===== src/rtl/monitor_contador_pkg.sv =====
// Shared types and error codes for the 2-bit counter monitor.
package monitor_contador_pkg;

  typedef enum logic [1:0] {
    UNSYNC = 2'd0,
    TRACK  = 2'd1,
    FAULT  = 2'd2
  } mon_state_e;

  localparam logic [1:0] ERR_NONE = 2'b00;
  localparam logic [1:0] ERR_SEQ  = 2'b01;
  localparam logic [1:0] ERR_EN   = 2'b10;

endpackage


===== src/rtl/monitor_contador_sat_counter.sv =====
// Saturating up-counter with synchronous clear; holds at all-ones.
module sat_counter #(
  parameter int W = 8
) (
  input  logic         clk,
  input  logic         rst_n,
  input  logic         clr,
  input  logic         inc,
  output logic [W-1:0] count_o
);

  logic [W-1:0] count_q, count_d;

  always_comb begin
    count_d = count_q;
    if (clr) begin
      count_d = '0;
    end else if (inc && (count_q != '1)) begin
      count_d = count_q + W'(1);
    end
  end

  always_ff @(posedge clk or negedge rst_n) begin
    if (!rst_n) begin
      count_q <= '0;
    end else begin
      count_q <= count_d;
    end
  end

  assign count_o = count_q;

endmodule


===== src/rtl/monitor_contador.sv =====
// Passive legality checker for the 2-bit counter: tracks the expected state,
// flags sequence mismatches and over-wide enables, counts errors and wraps.
module monitor_contador
  import monitor_contador_pkg::*;
#(
  parameter int WIDTH      = 2,
  parameter int ERR_CNT_W  = 8,
  parameter int WRAP_CNT_W = 16
) (
  input  logic                  clck_i,
  input  logic                  rst_i,
  input  logic                  enable_i,
  input  logic                  hold_i,
  input  logic [WIDTH-1:0]      state_i,
  input  logic                  clear_i,
  output logic                  synced_o,
  output logic                  error_o,
  output logic [1:0]            error_code_o,
  output logic                  fault_o,
  output logic [ERR_CNT_W-1:0]  err_count_o,
  output logic [WRAP_CNT_W-1:0] wrap_count_o
);

  mon_state_e       state_q, state_d;
  logic [WIDTH-1:0] ref_val_q, ref_val_d;
  logic             step_pending_q, step_pending_d;
  logic             enable_dly_q, enable_dly_d;
  logic             error_q, error_d;
  logic [1:0]       code_q, code_d;
  logic             err_inc, wrap_inc;

  logic             check_en;
  logic [WIDTH-1:0] expect_val;
  logic             seq_err, en_err;

  // The counter registers its step on the same edge we see the tick, so the
  // value one cycle later must be ref+1 only when that tick was a real step.
  assign check_en   = (state_q != UNSYNC);
  assign expect_val = step_pending_q ? (ref_val_q + WIDTH'(1)) : ref_val_q;
  assign seq_err    = check_en && (state_i != expect_val);
  assign en_err     = check_en && enable_i && enable_dly_q;

  always_comb begin
    state_d        = state_q;
    ref_val_d      = state_i;
    step_pending_d = enable_i && !hold_i;
    enable_dly_d   = enable_i;
    error_d        = 1'b0;
    code_d         = ERR_NONE;
    err_inc        = 1'b0;
    wrap_inc       = 1'b0;

    if (clear_i) begin
      state_d        = UNSYNC;
      step_pending_d = 1'b0;
      enable_dly_d   = 1'b0;
    end else begin
      case (state_q)
        UNSYNC: state_d = TRACK;
        TRACK, FAULT: begin
          if (seq_err || en_err) begin
            error_d = 1'b1;
            code_d  = (seq_err ? ERR_SEQ : ERR_NONE) | (en_err ? ERR_EN : ERR_NONE);
            err_inc = 1'b1;
            state_d = FAULT;
          end
          // A mismatch landing on zero is not a wrap.
          wrap_inc = step_pending_q && !seq_err &&
                     (ref_val_q == '1) && (state_i == '0);
        end
        default: state_d = UNSYNC;
      endcase
    end
  end

  always_ff @(posedge clck_i or negedge rst_i) begin
    if (!rst_i) begin
      state_q        <= UNSYNC;
      ref_val_q      <= '0;
      step_pending_q <= 1'b0;
      enable_dly_q   <= 1'b0;
      error_q        <= 1'b0;
      code_q         <= ERR_NONE;
    end else begin
      state_q        <= state_d;
      ref_val_q      <= ref_val_d;
      step_pending_q <= step_pending_d;
      enable_dly_q   <= enable_dly_d;
      error_q        <= error_d;
      code_q         <= code_d;
    end
  end

  sat_counter #(.W(ERR_CNT_W)) u_err_cnt (
    .clk     (clck_i),
    .rst_n   (rst_i),
    .clr     (clear_i),
    .inc     (err_inc),
    .count_o (err_count_o)
  );

  sat_counter #(.W(WRAP_CNT_W)) u_wrap_cnt (
    .clk     (clck_i),
    .rst_n   (rst_i),
    .clr     (clear_i),
    .inc     (wrap_inc),
    .count_o (wrap_count_o)
  );

  assign synced_o     = (state_q != UNSYNC);
  assign fault_o      = (state_q == FAULT);
  assign error_o      = error_q;
  assign error_code_o = code_q;

endmodule


===== config.mk =====
export PLATFORM = sky130hd
export DESIGN_NAME = monitor_contador
export DESIGN_NICKNAME = d
export VERILOG_FILES = /design/src/rtl/monitor_contador_pkg.sv /design/src/rtl/monitor_contador_sat_counter.sv /design/src/rtl/monitor_contador.sv
export SDC_FILE = /design/constraint.sdc
export NUM_CORES = 1
export LEC_CHECK = 0
export ABC_AREA = 1
export CORE_ASPECT_RATIO = 1.4
export CORE_MARGIN = 2
export CORE_UTILIZATION = 56
export DETAILED_ROUTE_END_ITERATION = 8
export PLACE_DENSITY = 0.85
export SYNTH_ARGS = -nofsm -noshare
export SYNTH_HDL_FRONTEND = slang
export SYNTH_SLANG_ARGS = --single-unit

===== constraint.sdc =====
create_clock -name clck_i -period 4.7 [get_ports clck_i]
set_input_delay 0.94 -clock clck_i [delete_from_list [all_inputs] [get_ports clck_i]]
set_output_delay 0.94 -clock clck_i [all_outputs]
set_load 0.05 [all_outputs]

==> impl_metrics.tcl, run 1 <==
set metrics [dict create \
    status "complete, no violations" \
    drive_above_1_share 0.0550 \
    cp.required_ns 4.93 \
    rsz0062_at_grt "no" \
    critPathKind "in -> reg" \
    multi_input_area_um2 968 \
    p_seq_frac 0.408 \
    hold_path_class "reg -> reg" \
    finalHoldViolCount 0 \
    ctsHoldBuffers 0 \
    path_cells "clkdlybuf4s50_1 -> inv_2 -> nand2_2 -> nor3_2 -> nand3_2 -> nand2_4 -> nand3_1 -> nand2_1" \
    sw_frac_of_total 0.307 \
    slew_headroom 0.624 \
    num_rows 25 \
    cts.repair.resized 0 \
    r2r-start "ref_val_q[0]" \
    fin_crit_sh 0.665 \
    cp_max_fo 34 \
    busiest_layer "met2" \
    internal_power_uw 523 \
    grt_first_pass_wirelength_um 7110 \
    ant_nets 0 \
    grt_max_degree 35 \
    crit_slowest_cell "clkdlybuf4s50_1" \
    tns_ns 0 \
    die-area_um2 3920 \
    r2r_cells 11 \
    drtPass1Iterations 5 \
    crit_family "buffers and inverters" \
    grtUsageTotal 0.249 \
    setup_viol 0 \
    cts_max_level 2 \
    yosysWarnings 0 \
    clock_power_share 0.364 \
    antenna_found_initial 0 \
    critPathLaunch "clear_i" \
    syn_avg_cell_area_um2 7.59 \
    min_to "u_err_cnt.count_o[1]" \
    cp-start-kind "input port" \
    hp-start "u_err_cnt.count_o[1]" \
    pre_cts_slack_ns 1.31 \
    dp_hpwl_um 3100 \
    numClockSinks 33 \
    fillers 271 \
    core-area_um2 3320 \
    maxSlewViolCount 0 \
    skew_ns 0.00294 \
    syn_nets 265 \
    pin_count 36 \
    synth.distinct_cells 21 \
    wl_per_cell_um 12.8 \
    fp.dieH_um 73.3 \
    cap_violations 0 \
    syn_inst 253 \
    clk_pin_slew_ns 0.06 \
    endpoint_kind "flip-flop" \
    p_per_area_nw_per_um2 313 \
    cts_tree "done" \
    pwr-share-comb 0.227 \
    drt-initial-drc-count 27 \
    period_needed_ns 3.12 \
    area_growth_pct 25.6 \
    regToRegSetupSlack_ns 2.71 \
    fin_ws_ns 1.58 \
    grt_pass1_vias 1694 \
    postCtsSetupBuffers 0 \
    leakage_nw 1.18 \
    critPathBufInv 2 \
    clock_path_buffers 2 \
    met2_usage 0.438 \
    portBuffers 35 \
    max_freq_ghz 0.320 \
    reg2reg_to "u_wrap_cnt.count_o[13]" \
    arrival_ns 3.35 \
    wl_um 4240 \
    nNetsFinal 302 \
    viasPerCell 5.36 \
    diodes 0 \
    cts-buffers-inserted 5 \
    drc_errors 0 \
    clock_latency_ns 0.29 \
    crit_path_max_incr_delay_ns 0.69 \
    cts-root-buf "clkbuf_8" \
    initial_utilization 0.579 \
    ff_latch_area_um2 826 \
    vias 1775 \
    die_x_um 53.5 \
    place_congestion 0.892 \
    use_met3 0.0630 \
    ys_seq_area_frac 0.430 \
    synth_area_um2 1920 \
    ys_ff_latch 33 \
    whs_path_depth 2 \
    grt.overflow.total 0 \
    net-switching-power_uw 232 \
    worst_pin_slew_ns 0.563 \
    grt_util_met1 0.278 \
    ir_drop_v 0.000332 \
]
[worst register-to-register path: stages, from the launching register on]
cell and delay [ns]:
dfrtp_1 0.40, ha_1 0.28, nand2_1 0.07, nand2_1 0.08, nand2_1 0.06, nand2_1 0.05
nand2_1 0.08, nand2_1 0.13, nand3_2 0.30, nand2_4 0.30, nand3_1 0.10, nand2_1 0.09
[metrics by stage]
stage	power (mW)	hold WS (ns)	area (um^2)	instances	utilization
floorplan	0.430	0.523	1920	253	-
global placement	0.481	0.546	2300	323	0.692
detailed placement	0.485	0.555	2300	323	0.692
CTS	0.760	0.576	2410	331	0.728
global route	0.789	0.601	2410	331	0.728
finish	0.754	0.570	2410	331	0.728
[worst max path at each step]
stage	endpoint	slack, ns	cells after the start
after floorplan	u_wrap_cnt.count_o[13]	2.79	12
after global placement	u_wrap_cnt.count_o[6]	1.39	8
after detailed placement	u_wrap_cnt.count_o[13]	1.31	8
after CTS	u_wrap_cnt.count_o[13]	1.59	8
after global routing	u_wrap_cnt.count_o[14]	1.34	8
final	u_wrap_cnt.count_o[13]	1.58	8
[sequential cells by signal, summed over array words and instances (netlist names)]
register,flops
error_o,1
ref_val_q,2
step_pending_q,1
u_err_cnt.count_o,8
state_q,2
u_wrap_cnt.count_o,16
error_code_o,2
enable_dly_q,1
[cell families after synthesis]
kind of cell / count (synthesis) / synth area share
AO/OA/AOI/OAI: 6 / 0.0163
XOR/XNOR: 17 / 0.0775
adder cells (fa/ha/maj): 5 / 0.0326
buffers and inverters: 31 / 0.0658
flip-flops: 33 / 0.430
AND/OR/NAND/NOR: 161 / 0.378
[area by class of cell]
cell class	count	share of cell area
repair buffers	36	0.148
clock buffers	7	0.0358
inverters	25	0.0389
well taps	40	0.0207
multi-input cells	189	0.401
clock inverters	1	0.0124
flip-flops and latches	33	0.342
[power groups by stage]
stage | sequential [mW] | clock, mW | combinational (mW)
after CTS | 0.308 | 0.280 | 0.173
after global routing | 0.309 | 0.293 | 0.186
after floorplan | 0.338 | 0 | 0.0919
after global placement | 0.313 | 0 | 0.168
final | 0.308 | 0.275 | 0.172
after detailed placement | 0.313 | 0 | 0.172
[layer usage]
metal  vias to the layer above  routed length, um
met2                        28               2300
met1                       848               1710
met5                         -                  0
met4                         0                 76
met3                         7                158
li1                        892                  -
[cells in the mapped netlist]
master     n  area [um^2]
nor2_1    28          105
dfrtp_1   33          826
nand2_2    3         18.8
clkbuf_1   3         11.3
xor2_1    13          114
inv_2      1         3.75
xnor2_1    4         35.0
nand2_1   71          267
nor3b_1    1         7.51
nor3_2     2         20.0
buf_2      2         10.0
nand3_2    1         10.0
ha_1       5         62.6
o21ai_0    5         25.0
nand4_1   13         81.3
inv_1     24         90.1
nand3_1   40          200
a31oi_1    1         6.26
nor3_1     1         5.00
buf_6      1         11.3
nand2_4    1         11.3
[placed cells by master (no fill, tap or decap), drive strengths merged]
cell type and n:
buf 1, ha 5, nor2 28, nand2 75
xor2 13, o21ai 5, nor3b 1, clkbuf 7
a31oi 1, nand3 41, bufinv 1, xnor2 4
clkdlybuf4s50 35, inv 25, dfrtp 33, nor3 3
nand4 13
No activity file was read; power rests on OpenSTA's default activity.
==> run 2, diff against run 1 <==
- CORE_UTILIZATION: 56 -> 52
- PLACE_DENSITY: 0.85 -> 0.8
- clock period: 4.7 -> 3.2 ns (I/O delays scaled with it)
==> run 2 against run 1 <==
Compared with the run above:
- setup slack got worse by 0.83 ns
- clock skew increased by 0.0060 ns
- clock-buffer cell count decreased by 2
- sequential share of layout area increased by 0.36 points
- wire length decreased by 0.57%
==> impl_metrics.tcl, run 2 (synthesis results as in run 1) <==
set metrics [dict create \
    vias 1782 \
    rsz0062_at_grt "no" \
    p_per_area_nw_per_um2 418 \
    power_uw 997 \
    largest_register_ffs 16 \
    finalHoldViolCount 0 \
    dp_hpwl_um 3040 \
    layout_commonest_cell "nand2_1" \
    diodes 0 \
    ir_drop_v 0.000456 \
    viasPerCell 5.35 \
    cp-start-kind "flip-flop" \
    cts-root-buf "clkbuf_8" \
    cts-buffers-inserted 5 \
    worst_pin_slew_ns 0.525 \
    initial_utilization 0.532 \
    drc_errors 0 \
    setup_viol 0 \
    arrival_ns 1.81 \
    hold_path_class "reg -> reg" \
    cts_max_level 2 \
    final_cell_mix "71 x nand2_1, 40 x nand3_1, 35 x clkdlybuf4s50_1" \
    endpoint_kind "output port" \
    ctsHoldBuffers 0 \
    clk_pin_slew_ns 0.06 \
    ant_nets 0 \
    grt_pass1_vias 1704 \
    cap_violations 0 \
    wl_um 4220 \
    fp.dieH_um 75.9 \
    antenna_found_initial 0 \
    grt_first_pass_wirelength_um 7400 \
    slew_headroom 0.649 \
    clock_path_buffers 2 \
    maxSlewViolCount 0 \
    place_congestion 0.838 \
    critPathKind "reg -> out" \
    crit_path_max_incr_delay_ns 0.82 \
    skew_ns 0.00890 \
    drive_above_1_share 0.0584 \
    drtPass1Iterations 4 \
    die_x_um 55.4 \
    cts.repair.resized 0 \
    drt-initial-drc-count 63 \
    cp_max_fo 4 \
    grt_max_degree 34 \
    portBuffers 35 \
    cts_tree "done" \
    grt.overflow.total 0 \
    grtUsageTotal 0.217 \
    leakage_nw 1.17 \
    crit_top_cell "inv_1" \
    numClockSinks 33 \
    cp.required_ns 2.56 \
    status "complete, no violations" \
    fin_crit_sh 0.766 \
    nNetsFinal 304 \
    die-area_um2 4200 \
    postCtsSetupBuffers 0 \
    pin_count 36 \
    clock_latency_ns 0.29 \
    max_freq_ghz 0.408 \
    tns_ns 0 \
    num_rows 26 \
    period_needed_ns 2.45 \
    core-area_um2 3610 \
    wl_per_cell_um 12.7 \
    crit_slowest_cell "clkdlybuf4s50_1" \
    area_growth_pct 24.3 \
    path_cells "inv_1 -> ha_1 -> inv_1 -> clkdlybuf4s50_1" \
]
## run 2: cell count changes in the layout (fill, tap and decap cells not counted), sizes merged
cell	change
buf	+2
bufinv	-1
clkbuf	-2
clkinv	+1
## run 2: metrics by stage
step / hold slack [ns] / setup WS (ns) / utilization / area, um^2 / instances
after floorplan: 0.344 / 1.34 / - / 1920 / 253
after global placement: 0.548 / 0.807 / 0.641 / 2310 / 327
after detailed placement: 0.548 / 0.756 / 0.641 / 2310 / 327
after CTS: 0.569 / 0.736 / 0.661 / 2390 / 333
after global routing: 0.614 / 0.659 / 0.661 / 2390 / 333
final: 0.567 / 0.749 / 0.661 / 2390 / 333
## run 2: final cells by class
type / count / area [um^2]
Sequential cell: 33 / 826
Multi-Input combinational cell: 189 / 968
Fill cell: 340 / 1220
Clock inverter: 1 / 5.00
Tap cell: 42 / 52.6
Clock buffer: 5 / 68.8
Inverter: 25 / 93.8
Timing Repair Buffer: 38 / 373
## run 2: path summary, 6_finish.rpt
kind,from,to,slack (ns),cells past startpoint
worst min-delay path,u_err_cnt.count_o[0],u_err_cnt.count_o[0],0.57,2
max in group asynchronous,rst_i,u_wrap_cnt.count_o[10],2.14,2
worst min register to register,u_err_cnt.count_o[0],u_err_cnt.count_o[0],0.57,2
worst max-delay path,state_q[1],synced_o,0.75,4
min in group asynchronous,rst_i,enable_dly_q,0.75,2
worst max register to register,ref_val_q[0],u_wrap_cnt.count_o[6],1.28,10
## run 2: critical path, delay by kind of cell (launching register included)
kind	cells	cell delay, ns
adders and majority gates	1	0.19
buffers and inverters	3	1.00
DFF	1	0.35
## run 2: where the power goes
part / leakage, nW / switching [mW] / internal, mW
Combinational: 0.676 / 0.180 / 0.0765
Clock: 0.0399 / 0.147 / 0.143
Sequential: 0.451 / 0.0124 / 0.439
Total: 1.17 / 0.339 / 0.658
## run 2: layer usage
layer	up-vias	global-route usage	share of wire
met5	-	0	0
met4	0	0.0756	0.014
met3	6	0.0597	0.050
met2	36	0.383	0.51
met1	847	0.248	0.43
li1	893	-	-
==> run 3, diff against run 2 <==
- CORE_UTILIZATION: 52 -> 47
- PLACE_DENSITY: 0.8 -> 0.76
- clock period: 3.2 -> 2.22 ns (I/O delays scaled with it)
==> run 3 against run 2 <==
Compared with the run above:
- register-to-register slack lost 0.81 ns
- setup slack lost 0.65 ns
- utilization shrank 4.7 points
- sequential cell count is the same
- critical endpoint is now fault_o
- wire length grew 1.6%
- sequential share of layout area shrank 0.27 points
- largest cell class unchanged
- first-iteration DRC count shrank 30%
- global-route usage shrank 1.3 points
- final cell count grew 1.2%
==> impl_metrics.tcl, run 3 (synthesis results as in run 1) <==
set metrics [dict create \
    status "complete, no violations" \
    cp-start-kind "flip-flop" \
    nNetsFinal 305 \
    cts_tree "done" \
    drt-initial-drc-count 44 \
    cp.required_ns 1.78 \
    antenna_found_initial 0 \
    regToRegSetupSlack_ns 0.47 \
    dp_hpwl_um 3120 \
    p_seq_frac 0.446 \
    skew_ns 0.0102 \
    pwr-share-comb 0.248 \
    multi_input_area_um2 968 \
    critPathKind "reg -> out" \
    ant_nets 0 \
    wl_per_cell_um 12.7 \
    max_freq_ghz 0.472 \
    period_needed_ns 2.12 \
    grt_pass1_vias 1690 \
    fp.dieH_um 79.6 \
    leakage_nw 1.18 \
    fin_crit_sh 0.955 \
    die-area_um2 4620 \
    finalHoldViolCount 0 \
    drtPass1Iterations 5 \
    grt.overflow.total 0 \
    rsz0062_at_grt "no" \
    r2r_cells 11 \
    clock_power_share 0.306 \
    clock_latency_ns 0.29 \
    reg2reg_to "u_err_cnt.count_o[6]" \
    postCtsSetupBuffers 0 \
    final_cell_mix "71 x nand2_1, 40 x nand3_1, 34 x clkdlybuf4s50_1" \
    wl_um 4290 \
    layout_commonest_cell "nand2_1" \
    area_growth_pct 25.3 \
    cts.repair.resized 0 \
    sw_frac_of_total 0.346 \
    die_x_um 58.0 \
    cap_violations 0 \
    ctsHoldBuffers 0 \
    largest_register_ffs 16 \
    power_mw 1.46 \
    viasPerCell 5.25 \
    diodes 0 \
    grtUsageTotal 0.204 \
    cp_max_fo 3 \
    internal_power_uw 955 \
    worst_pin_slew_ns 0.517 \
    grt_max_degree 34 \
    numClockSinks 33 \
    cts-buffers-inserted 5 \
    endpoint_kind "output port" \
    num_rows 27 \
    r2r-start "ref_val_q[0]" \
    critPathLaunch "state_q[0]" \
    vias 1769 \
    endpoint "fault_o" \
    ff_latch_area_um2 826 \
    cts-root-buf "clkbuf_8" \
    core-area_um2 3920 \
    p_per_area_nw_per_um2 607 \
    grt_first_pass_wirelength_um 7330 \
    clock_path_buffers 2 \
    ir_drop_v 0.000554 \
    initial_utilization 0.490 \
    fillers 372 \
    maxSlewViolCount 0 \
    drive_above_1_share 0.0714 \
    tns_ns 0 \
    hold_path_class "in -> async" \
    place_congestion 0.883 \
    clk_pin_slew_ns 0.08 \
    pin_count 36 \
    setup_viol 0 \
    portBuffers 35 \
    slew_headroom 0.654 \
    cts_max_level 2 \
    arrival_ns 1.68 \
    drc_errors 0 \
    net-switching-power_uw 505 \
]
run 3: worst max-delay path, cell delays in order (launching register included):
cell and delay, ns:
dfrtp_1 0.36, inv_1 0.09, ha_1 0.15, clkdlybuf4s50_1 0.79
run 3: how the worst min path moves through the flow:
stage / end / startpoint / depth (start not counted) / slack, ns
after CTS: u_wrap_cnt.count_o[6] / rst_i / 2 / 0.57
final: u_wrap_cnt.count_o[15] / rst_i / 2 / 0.55
after detailed placement: state_q[0] / state_q[0] / 2 / 0.56
after floorplan: enable_dly_q / rst_i / 0 / 0.15
after global placement: state_q[0] / state_q[0] / 2 / 0.54
after global routing: u_err_cnt.count_o[0] / rst_i / 2 / 0.60
run 3: power by group through the flow:
stage                     clock, mW  sequential, mW  combinational [mW]
after CTS                     0.455           0.652               0.368
final                         0.446           0.652               0.362
after global routing          0.491           0.655               0.392
after floorplan                   0           0.716               0.195
after global placement            0           0.663               0.359
after detailed placement          0           0.663               0.366
run 3: area by class of cell:
cell class / count / area share
Clock inverter: 3 / 0.00728
Clock buffer: 5 / 0.0286
Sequential cell: 33 / 0.343
Tap cell: 43 / 0.0224
Inverter: 25 / 0.0390
Timing Repair Buffer: 39 / 0.157
Multi-Input combinational cell: 189 / 0.402
run 3: per-stage QoR:
step	area, um^2	hold WS (ns)	instances	worst slack (ns)	utilization
after CTS	2410	0.572	337	0.0917	0.614
after global placement	2320	0.543	329	0.212	0.592
after floorplan	1920	0.148	253	0.357	-
final	2410	0.552	337	0.101	0.614
after detailed placement	2320	0.559	329	0.172	0.592
after global routing	2410	0.599	337	0.0475	0.614
run 3: layer usage:
layer	global-route usage	wire length (um)	share of wire	vias to the layer above
li1	-	-	-	893
met1	0.231	1820	0.43	829
met2	0.373	2200	0.51	41
met3	0.0470	202	0.047	6
met4	0.0628	61	0.014	0
met5	0	0	0	-
